### config.mk
export PLATFORM = sky130hd
export DESIGN_NAME = cache_fill_fsm
export DESIGN_NICKNAME = d
export VERILOG_FILES = /design/src/rtl/cache_fill_fsm.sv
export SDC_FILE = /design/constraint.sdc
export NUM_CORES = 1
export LEC_CHECK = 0
export CAP_MARGIN = 0
export CORE_MARGIN = 2
export CORE_UTILIZATION = 36
export DETAILED_ROUTE_END_ITERATION = 6
export PLACE_DENSITY = 0.85
export SYNTH_ARGS = -nofsm -noshare
export SYNTH_HDL_FRONTEND = slang
export SYNTH_SLANG_ARGS = --single-unit
### constraint.sdc
create_clock -name clk -period 1.4 [get_ports clk]
set_clock_uncertainty 0.2 [all_clocks]
set_input_delay 0.21 -clock clk [delete_from_list [all_inputs] [get_ports clk]]
set_output_delay 0.21 -clock clk [all_outputs]
set_load 0.01 [all_outputs]
### src/rtl/cache_fill_fsm.sv
// cache_fill_fsm
// Miss-fill sequencer for one 2-way L1 cache instance. On a miss it holds the
// pipeline, issues one block's worth of halfword reads back to back, and writes
// each returned word into the data array. After the last word it raises a
// single-cycle tag/valid commit.
//
// Optional feature: define CACHE_FILL_TIMEOUT_EN to add a FILL watchdog
// (parameter TIMEOUT) and a sticky fill_error output.
module cache_fill_fsm #(
  parameter int WORDS  = 8,
  parameter int ADDR_W = 16
`ifdef CACHE_FILL_TIMEOUT_EN
  ,
  parameter int TIMEOUT = 32
`endif
) (
  input  logic              clk,
  input  logic              rst_n,
  input  logic              miss_detected,
  input  logic [ADDR_W-1:0] miss_address,
  input  logic              memory_data_valid,
  output logic              fsm_busy,
  output logic              memory_read_en,
  output logic [ADDR_W-1:0] memory_address,
  output logic              write_data_array,
  output logic [ADDR_W-1:0] cache_word_address,
  output logic              write_tag_array,
  output logic              fill_done
`ifdef CACHE_FILL_TIMEOUT_EN
  ,
  output logic              fill_error
`endif
);

  // Counters run 0..WORDS, so they need one bit more than a word index.
  localparam int CNT_W = $clog2(WORDS) + 1;
  localparam logic [CNT_W-1:0] CNT_FULL = CNT_W'(WORDS);
  localparam logic [CNT_W-1:0] CNT_LAST = CNT_W'(WORDS - 1);
  localparam logic [CNT_W-1:0] CNT_ONE  = CNT_W'(1'b1);
  // Clears the byte offset within a block (WORDS halfwords = 2*WORDS bytes).
  localparam logic [ADDR_W-1:0] BLOCK_MASK = ~ADDR_W'((2 * WORDS) - 1);

  typedef enum logic [1:0] {
    IDLE   = 2'd0,
    FILL   = 2'd1,
    COMMIT = 2'd2
  } state_t;

  state_t              state_r;
  state_t              state_nxt_s;
  logic [ADDR_W-1:0]   base_r;
  logic [CNT_W-1:0]    issue_cnt_r;
  logic [CNT_W-1:0]    recv_cnt_r;
  logic                capture_s;
  logic                issue_s;
  logic                recv_s;

  // Byte offset of halfword number cnt inside the block.
  function automatic logic [ADDR_W-1:0] word_offset(input logic [CNT_W-1:0] cnt);
    return {{(ADDR_W - CNT_W - 1){1'b0}}, cnt, 1'b0};
  endfunction

  assign capture_s = (state_r == IDLE) && miss_detected;
  assign issue_s   = (state_r == FILL) && (issue_cnt_r < CNT_FULL);
  assign recv_s    = (state_r == FILL) && memory_data_valid && (recv_cnt_r < CNT_FULL);

`ifdef CACHE_FILL_TIMEOUT_EN
  logic [7:0] wd_r;
  logic       fill_error_r;
  logic       timeout_s;

  // Watchdog trips after TIMEOUT consecutive FILL cycles without an accepted word.
  assign timeout_s  = (state_r == FILL) && !recv_s && (wd_r == 8'(TIMEOUT - 1));
  assign fill_error = fill_error_r;

  // Watchdog counter and sticky error flag.
  always_ff @(posedge clk or negedge rst_n) begin
    if (!rst_n) begin
      wd_r         <= 8'd0;
      fill_error_r <= 1'b0;
    end else begin
      if (capture_s || recv_s) begin
        wd_r <= 8'd0;
      end else if (state_r == FILL) begin
        wd_r <= wd_r + 8'd1;
      end
      if (timeout_s) begin
        fill_error_r <= 1'b1;
      end
    end
  end
`endif

  // Next-state selection.
  always_comb begin
    state_nxt_s = state_r;
    case (state_r)
      IDLE: begin
        if (miss_detected) state_nxt_s = FILL;
        else               state_nxt_s = IDLE;
      end
      FILL: begin
        if (recv_s && (recv_cnt_r == CNT_LAST)) state_nxt_s = COMMIT;
`ifdef CACHE_FILL_TIMEOUT_EN
        else if (timeout_s)                     state_nxt_s = IDLE;
`endif
        else                                    state_nxt_s = FILL;
      end
      COMMIT:  state_nxt_s = IDLE;
      default: state_nxt_s = IDLE;
    endcase
  end

  // State, block base and issue/receive counters.
  always_ff @(posedge clk or negedge rst_n) begin
    if (!rst_n) begin
      state_r     <= IDLE;
      base_r      <= '0;
      issue_cnt_r <= '0;
      recv_cnt_r  <= '0;
    end else begin
      state_r <= state_nxt_s;
      if (capture_s) begin
        base_r      <= miss_address & BLOCK_MASK;
        issue_cnt_r <= '0;
        recv_cnt_r  <= '0;
      end else begin
        if (issue_s) issue_cnt_r <= issue_cnt_r + CNT_ONE;
        if (recv_s)  recv_cnt_r  <= recv_cnt_r + CNT_ONE;
      end
    end
  end

  // Output decode from state and counters; write enable follows valid directly.
  always_comb begin
    fsm_busy           = 1'b0;
    memory_read_en     = 1'b0;
    memory_address     = '0;
    write_data_array   = 1'b0;
    cache_word_address = '0;
    write_tag_array    = 1'b0;
    fill_done          = 1'b0;
    if (state_r != IDLE) fsm_busy = 1'b1;
    else                 fsm_busy = 1'b0;
    if (issue_s) begin
      memory_read_en = 1'b1;
      memory_address = base_r | word_offset(issue_cnt_r);
    end else begin
      memory_read_en = 1'b0;
    end
    if (recv_s) begin
      write_data_array   = 1'b1;
      cache_word_address = base_r | word_offset(recv_cnt_r);
    end else begin
      write_data_array = 1'b0;
    end
    if (state_r == COMMIT) begin
      write_tag_array = 1'b1;
      fill_done       = 1'b1;
    end else begin
      write_tag_array = 1'b0;
      fill_done       = 1'b0;
    end
  end

endmodule

==> flow_summary.toml, run 1 <==
[critical_path]
reg2reg_to = "base_r[12]"
worstSetupPathType = "reg -> out"
endpoint_kind = "output port"
start_kind = "flip-flop"
cp.arrival_ps = 1620
cp.required_ps = 990
worstRegToRegCells = 5
cp_max_fo = 6
r2r-start = "state_r[1]"
r2r_setup_slack_ps = -420

[synthesis]
netlist.area_leader.share = 0.472
netlist_instances = 103
postSynthAreaPerCell_um2 = 11.3
yosysWarningCount = 0
yosysTopAreaCell = "dfrtp_1"
ys_seq_area_frac = 0.472
yosysUniqueCellTypes = 24
netlist_area_um2 = 1170
synth_area_leaders = "dfrtp_1 47%, and2_1 16%, mux2_2 12%, nor2_1 2.9%, mux2i_1 2.6%"
ys_ff_latch = 22

[power_and_ir_drop]
p_leak_uw = 0.00111
p_per_area_nw_per_um2 = 2510
vdd_drop_max_uv = 1590

[final_layout]
antenna_cells = 0
fin_util = 0.744
layout.cells.non_filler = 235
drive_above_1_share = 0.691
area_delta_synth_final_pct = 96.4
finalNetCount = 214

[sta]
hold-worst-slack_ps = 20.0
postLayoutSetupSlackWorst_ps = -625
finalSetupViolations = 57
final_hold_viol_count = 0
fmax_ghz = 0.494
tns_ps = -25380
rsz0062_at_grt = "true"
finalCritPeriodShare = 1.45
finalMaxSlewViolations = 0
min_period_ps = 2030

[floorplan]
ios = 57
core_um2 = 3080
die_width_um = 60.9
start_util = 0.379
die_y_um = 60.9
die_area_um2 = 3710
placementRows = 20

[flow_run]
maxCapViolations = 0

[drt]
avgRoutedWirePerCell_um = 16.5
vias = 1115
drt_wl_total_um = 3880
drc = 0
via_per_inst = 4.74
dr.pass1.iters = 4
ant_nets = 0
drt_iter0_markers = 28

[placement]
place_congestion = 0.834
port_buffers = 50
dpl.cell_count = 212
dp_slack_ps = -809
hpwl_um = 2390

[grt]
grt_pass1_vias = 1233
grt_max_degree = 23
grtUsageTotal = 0.239
antenna_found_initial = 0
grt-ovfl-total = 0
grt_pass1_wl_um = 6100

[worst_hold_path]
hold_class = "in -> async"

[status]
status = "complete, but fails checks"
violations = "negative setup slack"

[cts]
cts_tree = "done"
cts.htree.levels = 1
clockBufferDepth = 2
clock_sink_count = 22
clockRootBuffer = "clkbuf_4"
clk_pin_slew_ps = 130
worstSkewPairLatency_ps = 320
cts_inserted_buffers = 3
[Yosys cell counts]
cell      count
a41oi_1       1
and2_1       29
and3_4        1
and4bb_1      1
and4bb_2      1
buf_2         4
buf_4         3
buf_6         1
conb_1        1
dfrtp_1      22
ha_1          2
mux2_2       12
mux2i_1       3
nand2_1       2
nand2b_1      1
nand4b_1      1
nor2_1        9
nor2b_1       1
nor3_2        1
nor3b_1       1
nor3b_4       1
o21ba_2       1
or2_2         1
xnor2_1       3
[layout make-up]
| cell class | count | area, µm² |
|---|---|---|
| Timing Repair Buffer | 91 | 936 |
| Fill cell | 210 | 788 |
| Multi-Input combinational cell | 74 | 711 |
| Sequential cell | 22 | 552 |
| Tap cell | 44 | 55.1 |
| Clock buffer | 4 | 36.3 |
[what timing repair did]
item	in CTS	in global routing
pin swaps	11	7
gates resized for setup	197	9
hold buffers	0	0
gates cloned	2	0
endpoints found under the setup margin	57	57
buffers inserted	17	4
[layout by cell type (no fill, tap or decap), types with 2 or more instances in the layout]
cell / netlist / final
mux2_4: 0 / 12
conb_1: 1 / 2
clkbuf_4: 0 / 3
and2_4: 0 / 28
buf_2: 4 / 4
xnor2_1: 3 / 2
buf_6: 1 / 48
buf_4: 3 / 20
nor3b_4: 1 / 2
mux2i_1: 3 / 3
clkdlybuf4s50_1: 0 / 15
dfrtp_1: 22 / 21
ha_1: 2 / 2
buf_12: 0 / 3
nor2_1: 9 / 9
[sequential cells by signal, summed over array words and instances (netlist names)]
name         flops
issue_cnt_r      4
recv_cnt_r       4
base_r          12
state_r          2
[layer usage]
layer | track usage | vias up | wire (µm)
met2 | 0.447 | 44 | 2240
met5 | 0 | - | 0
li1 | - | 512 | -
met1 | 0.238 | 551 | 1390
met4 | 0.155 | 0 | 93
met3 | 0.0469 | 8 | 157
[cell families after synthesis]
kind of cell	after synthesis	synth area share
buffers and inverters	8	0.0461
XOR/XNOR	3	0.0225
flip-flops	22	0.472
AO/OA/AOI/OAI	2	0.0161
adder cells (fa/ha/maj)	2	0.0215
other	1	0.00322
AND/OR/NAND/NOR	50	0.277
multiplexers	15	0.142
[power by group]
| group | internal (µW) | switching, µW |
|---|---|---|
| clock | 159 | 206 |
| sequential | 953 | 272 |
| combinational | 2700 | 1470 |
| total | 3810 | 1940 |
[worst max path at each step]
stage / startpoint / endpoint / slack (ps) / cells past startpoint
final: state_r[1] / cache_word_address[3] / -630 / 5
after detailed placement: memory_data_valid / cache_word_address[15] / -810 / 5
after CTS: state_r[1] / cache_word_address[3] / -650 / 5
after global placement: memory_data_valid / cache_word_address[10] / -760 / 5
after global routing: state_r[1] / cache_word_address[3] / -680 / 5
after floorplan: state_r[1] / memory_address[10] / -130 / 3
[per-stage QoR]
stage	instance area, µm²	power (µW)
5_1_grt	2290	6100
4_1_cts	2250	5600
6_report	2290	5760
3_5_place_dp	1960	4360
3_3_place_gp	1960	4220
2_1_floorplan	1290	2840
[critical path: stages, from the launching register on]
cell and delay [ps]:
dfrtp_2 460, and4bb_4 360, buf_12 130, buf_8 110
and2_4 140, buf_6 90
Note: power is estimated with default switching activity, not from simulation.
==> run 2: changes to the inputs <==
--- a/config.mk
+++ b/config.mk
@@ -10,6 +10,7 @@
 export CORE_UTILIZATION = 36
 export DETAILED_ROUTE_END_ITERATION = 6
 export PLACE_DENSITY = 0.85
+export SETUP_SLACK_MARGIN = 0.3
 export SYNTH_ARGS = -nofsm -noshare
 export SYNTH_HDL_FRONTEND = slang
 export SYNTH_SLANG_ARGS = --single-unit
==> flow_summary.toml, run 2 (synthesized netlist as in run 1, its figures left out) <==
[status]
status = "complete, but fails checks"
violations = "negative setup slack"

[floorplan]
die_width_um = 60.9
die_y_um = 60.9
ios = 57
die_area_um2 = 3710
core_um2 = 3080
start_util = 0.379
placementRows = 20

[sta]
finalCritPeriodShare = 1.45
final_hold_viol_count = 0
postLayoutSetupSlackWorst_ps = -631
min_period_ps = 2030
fmax_ghz = 0.492
finalMaxSlewViolations = 0
finalSetupViolations = 57
rsz0062_at_grt = "true"

[drt]
via_per_inst = 4.61
drt_wl_total_um = 3720
drt_iter0_markers = 25
vias = 1087
drc = 0
dr.pass1.iters = 4
ant_nets = 0
avgRoutedWirePerCell_um = 15.8

[placement]
port_buffers = 50
hpwl_um = 2290
place_congestion = 0.756
placed_area_um2 = 2000

[final_layout]
largest_register_ffs = 12
largest_register = "base_r"
final_area_um2 = 2330
top_regs = "base_r: 12 flops, issue_cnt_r: 4 flops, recv_cnt_r: 4 flops"
fin_util = 0.756
area_delta_synth_final_pct = 99.6
final_common_cell = "buf_6"
final_cell_mix = "47 x buf_6, 25 x and2_4, 21 x buf_4"
finalNetCount = 215
drive_above_1_share = 0.693
antenna_cells = 0

[cts]
cts.htree.levels = 1
cts_tree = "done"
clockBufferDepth = 2
clock_sink_count = 22
clk_pin_slew_ps = 120
hold_buffers = 0
worstSkewPairLatency_ps = 300
cts_inserted_buffers = 3
clockRootBuffer = "clkbuf_4"

[critical_path]
crit_family = "buffers and inverters"
cp_max_fo = 9
cp.required_ps = 990
worst-path-buf-inv = 4
r2r-start = "state_r[1]"
reg2reg_to = "issue_cnt_r[1]"
slowest_delay_ps = 450
cp.arrival_ps = 1620
endpoint_kind = "output port"
r2r_setup_slack_ps = -460
worstSetupPathType = "reg -> out"
worstRegToRegCells = 8
crit_chain = "buf_6 -> nor3b_4 -> buf_4 -> buf_12 -> and2_1 -> buf_2"
crit_slowest_cell = "dfrtp_2"
start_kind = "flip-flop"

[grt]
grt_pass1_vias = 1148
grt_max_degree = 23
grtUsageTotal = 0.210
grt_pass1_wl_um = 5550
grt-ovfl-total = 0
antenna_found_initial = 0

[power_and_ir_drop]
p_per_area_nw_per_um2 = 2460
p_leak_uw = 0.00112
vdd_drop_max_uv = 1290
totalPowerFinal_uw = 5730

[flow_run]
maxCapViolations = 0

[worst_hold_path]
hold_class = "in -> async"
==> run 2: cell types whose count changed in the layout (fill, tap and decap cells not counted), sizes merged <==
cell / change
buf: +1
==> run 2: how the worst max path moves through the flow <==
stage,from,to,slack (ps),depth (start not counted)
floorplan,state_r[1],cache_word_address[10],-130,4
global placement,memory_data_valid,cache_word_address[5],-740,5
detailed placement,memory_data_valid,cache_word_address[3],-760,5
CTS,state_r[1],memory_address[1],-580,6
global route,state_r[1],memory_address[14],-680,6
finish,state_r[1],memory_address[1],-630,6
==> run 2: layout make-up <==
| cell class | instances | area [µm²] |
|---|---|---|
| sequential | 22 | 553 |
| clock buffer | 4 | 26.3 |
| fill | 209 | 751 |
| tap | 44 | 55.1 |
| multi-input combinational | 74 | 743 |
| timing repair buffer | 92 | 950 |
==> run 2: worst register-to-register path: stages, from the launching register on <==
cell and delay, ps:
dfrtp_2 450, buf_6 130, nor3b_4 210, buf_6 140, buf_16 120, buf_4 120, buf_6 120, mux2i_1 200
nor2_1 70
==> run 2: metrics by stage <==
step                hold WS, ps  setup TNS (ps)  worst slack [ps]  instances
finish                     61.9          -27280              -631        236
CTS                        67.4          -21800              -582        228
global placement            322          -26370              -741        213
global route               35.6          -30640              -681        236
detailed placement          321          -27240              -756        213
floorplan                  -286           -3050              -127        104
==> run 2: timing repair <==
item | CTS | global route
gates resized for setup | 179 | 24
setup buffers | 9 | 8
hold endpoints to repair | 0 | 0
cloned | 2 | 0
pin swaps | 6 | 5
setup endpoints to repair | 57 | 57
==> run 2: layer usage <==
metal,track usage,share of wire,vias up
met5,0,0,-
met4,0.0652,0.0091,0
met2,0.407,0.55,31
met3,0.0235,0.034,2
met1,0.238,0.40,543
li1,-,-,511
==> run 2: power breakdown <==
group          total [µW]  switching [µW]  internal, µW
Clock                 307             196           111
Sequential           1210             255           955
Combinational        4210            1490          2730
Total                5730            1940          3790
==> run 3: changes to the inputs <==
--- a/config.mk
+++ b/config.mk
@@ -9,8 +9,9 @@
 export CORE_MARGIN = 2
 export CORE_UTILIZATION = 36
 export DETAILED_ROUTE_END_ITERATION = 6
-export PLACE_DENSITY = 0.85
+export PLACE_DENSITY_LB_ADDON = 0.1
 export SETUP_SLACK_MARGIN = 0.3
+export SLEW_MARGIN = 20
 export SYNTH_ARGS = -nofsm -noshare
 export SYNTH_HDL_FRONTEND = slang
 export SYNTH_SLANG_ARGS = --single-unit
==> flow_summary.toml, run 3 (synthesized netlist as in run 1, its figures left out) <==
[final_layout]
final_cell_mix = "53 x buf_6, 29 x and2_4, 21 x dfrtp_1"
final_area_um2 = 2470
largest_register = "base_r"
drive_above_1_share = 0.718
finalNetCount = 218
top_regs = "base_r: 12 flops, issue_cnt_r: 4 flops, recv_cnt_r: 4 flops"
largest_register_ffs = 12
antenna_cells = 0
final_common_cell = "buf_6"
area_delta_synth_final_pct = 111

[status]
status = "complete, but fails checks"
violations = "negative setup slack"

[sta]
fmax_ghz = 0.487
postLayoutSetupSlackWorst_ps = -653
final_hold_viol_count = 0
finalCritPeriodShare = 1.47
min_period_ps = 2050
hold-worst-slack_ps = 32.7
rsz0062_at_grt = "true"
finalMaxSlewViolations = 0
finalSetupViolations = 57

[cts]
clock_sink_count = 22
worstSkewPairLatency_ps = 310
clockBufferDepth = 2
cts_tree = "done"
cts.htree.levels = 1
clk_pin_slew_ps = 120
cts_inserted_buffers = 3
clockRootBuffer = "clkbuf_4"

[flow_run]
maxCapViolations = 0

[placement]
port_buffers = 50
placed_area_um2 = 1990
hpwl_um = 2030
place_congestion = 0.774

[power_and_ir_drop]
netSwitchingFraction = 0.326
p_sw_uw = 1960
p_per_area_nw_per_um2 = 2440
p_int_uw = 4060
totalPowerFinal_uw = 6020
pwr-share-clk = 0.051
seq_power_share = 0.202
vdd_drop_max_uv = 1240
p_leak_uw = 0.00117
combinationalPowerShare = 0.748

[critical_path]
worstRegToRegCells = 9
cp.arrival_ps = 1640
r2r_setup_slack_ps = -590
worstSetupPathType = "reg -> out"
crit_chain = "buf_12 -> nor3b_4 -> buf_6 -> buf_12 -> and2_4 -> buf_6"
crit_slowest_cell = "dfrtp_2"
start_kind = "flip-flop"
r2r-start = "state_r[0]"
endpoint_kind = "output port"
cp_max_fo = 7
reg2reg_to = "state_r[0]"
cp.required_ps = 990
slowest_delay_ps = 460

[floorplan]
die_area_um2 = 3710
die_y_um = 60.9
die_width_um = 60.9
core_um2 = 3080
start_util = 0.379
placementRows = 20
ios = 57

[worst_hold_path]
hold_class = "in -> async"

[grt]
grt-ovfl-total = 0
grt_max_degree = 23
grtUsageTotal = 0.204
grt_pass1_vias = 1117
antenna_found_initial = 0
grt_pass1_wl_um = 5410

[drt]
via_per_inst = 4.54
drc = 0
drt_iter0_markers = 18
dr.pass1.iters = 4
drt_wl_total_um = 3620
avgRoutedWirePerCell_um = 15.2
vias = 1084
ant_nets = 0
run 3: metrics by stage:
stage / instances / util / setup TNS, ps / worst slack [ps]
2_1_floorplan: 104 / - / -3050 / -127
3_3_place_gp: 210 / 0.648 / -27930 / -774
3_5_place_dp: 210 / 0.648 / -28280 / -787
4_1_cts: 235 / 0.769 / -27670 / -613
5_1_grt: 239 / 0.801 / -33180 / -716
6_report: 239 / 0.801 / -29730 / -653
run 3: worst max path at each step:
| stage | from | end | slack [ps] |
|---|---|---|---|
| 2_1_floorplan | state_r[1] | cache_word_address[10] | -130 |
| 3_3_place_gp | memory_data_valid | cache_word_address[3] | -770 |
| 3_5_place_dp | memory_data_valid | cache_word_address[6] | -790 |
| 4_1_cts | state_r[1] | cache_word_address[6] | -610 |
| 5_1_grt | state_r[1] | memory_address[13] | -720 |
| 6_report | state_r[1] | memory_address[13] | -650 |
run 3: repair_timing:
action,in CTS,in global routing
hold buffers,0,0
gates cloned,2,0
pin swaps,10,5
buffers inserted,19,4
resized for setup,199,16
endpoints found under the setup margin,57,57
run 3: final cells by class:
class	count	area [µm²]
clock buffer	4	26.3
fill	192	612
multi-input combinational	74	751
sequential	22	552
tap	44	55.1
timing repair buffer	95	1080
run 3: layer usage:
| layer | part of all wire | vias up | track usage |
|---|---|---|---|
| met5 | 0 | - | 0 |
| met4 | 0.0047 | 0 | 0.0497 |
| met3 | 0.038 | 2 | 0.0405 |
| met2 | 0.57 | 31 | 0.376 |
| met1 | 0.39 | 529 | 0.242 |
| li1 | - | 522 | - |
run 3: power by group through the flow:
| stage | Combinational [µW] | Clock [µW] | Sequential [µW] |
|---|---|---|---|
| 2_1_floorplan | 1680 | 0 | 1190 |
| 3_3_place_gp | 3100 | 0 | 1190 |
| 3_5_place_dp | 3150 | 0 | 1200 |
| 4_1_cts | 4220 | 311 | 1190 |
| 5_1_grt | 4770 | 339 | 1260 |
| 6_report | 4500 | 305 | 1210 |
run 3: worst max-delay path: cells and delay by family, from the launching register on:
kind	cells	cell delay, ps
flip-flops	1	460
AND/OR/NAND/NOR	2	380
buffers and inverters	4	490
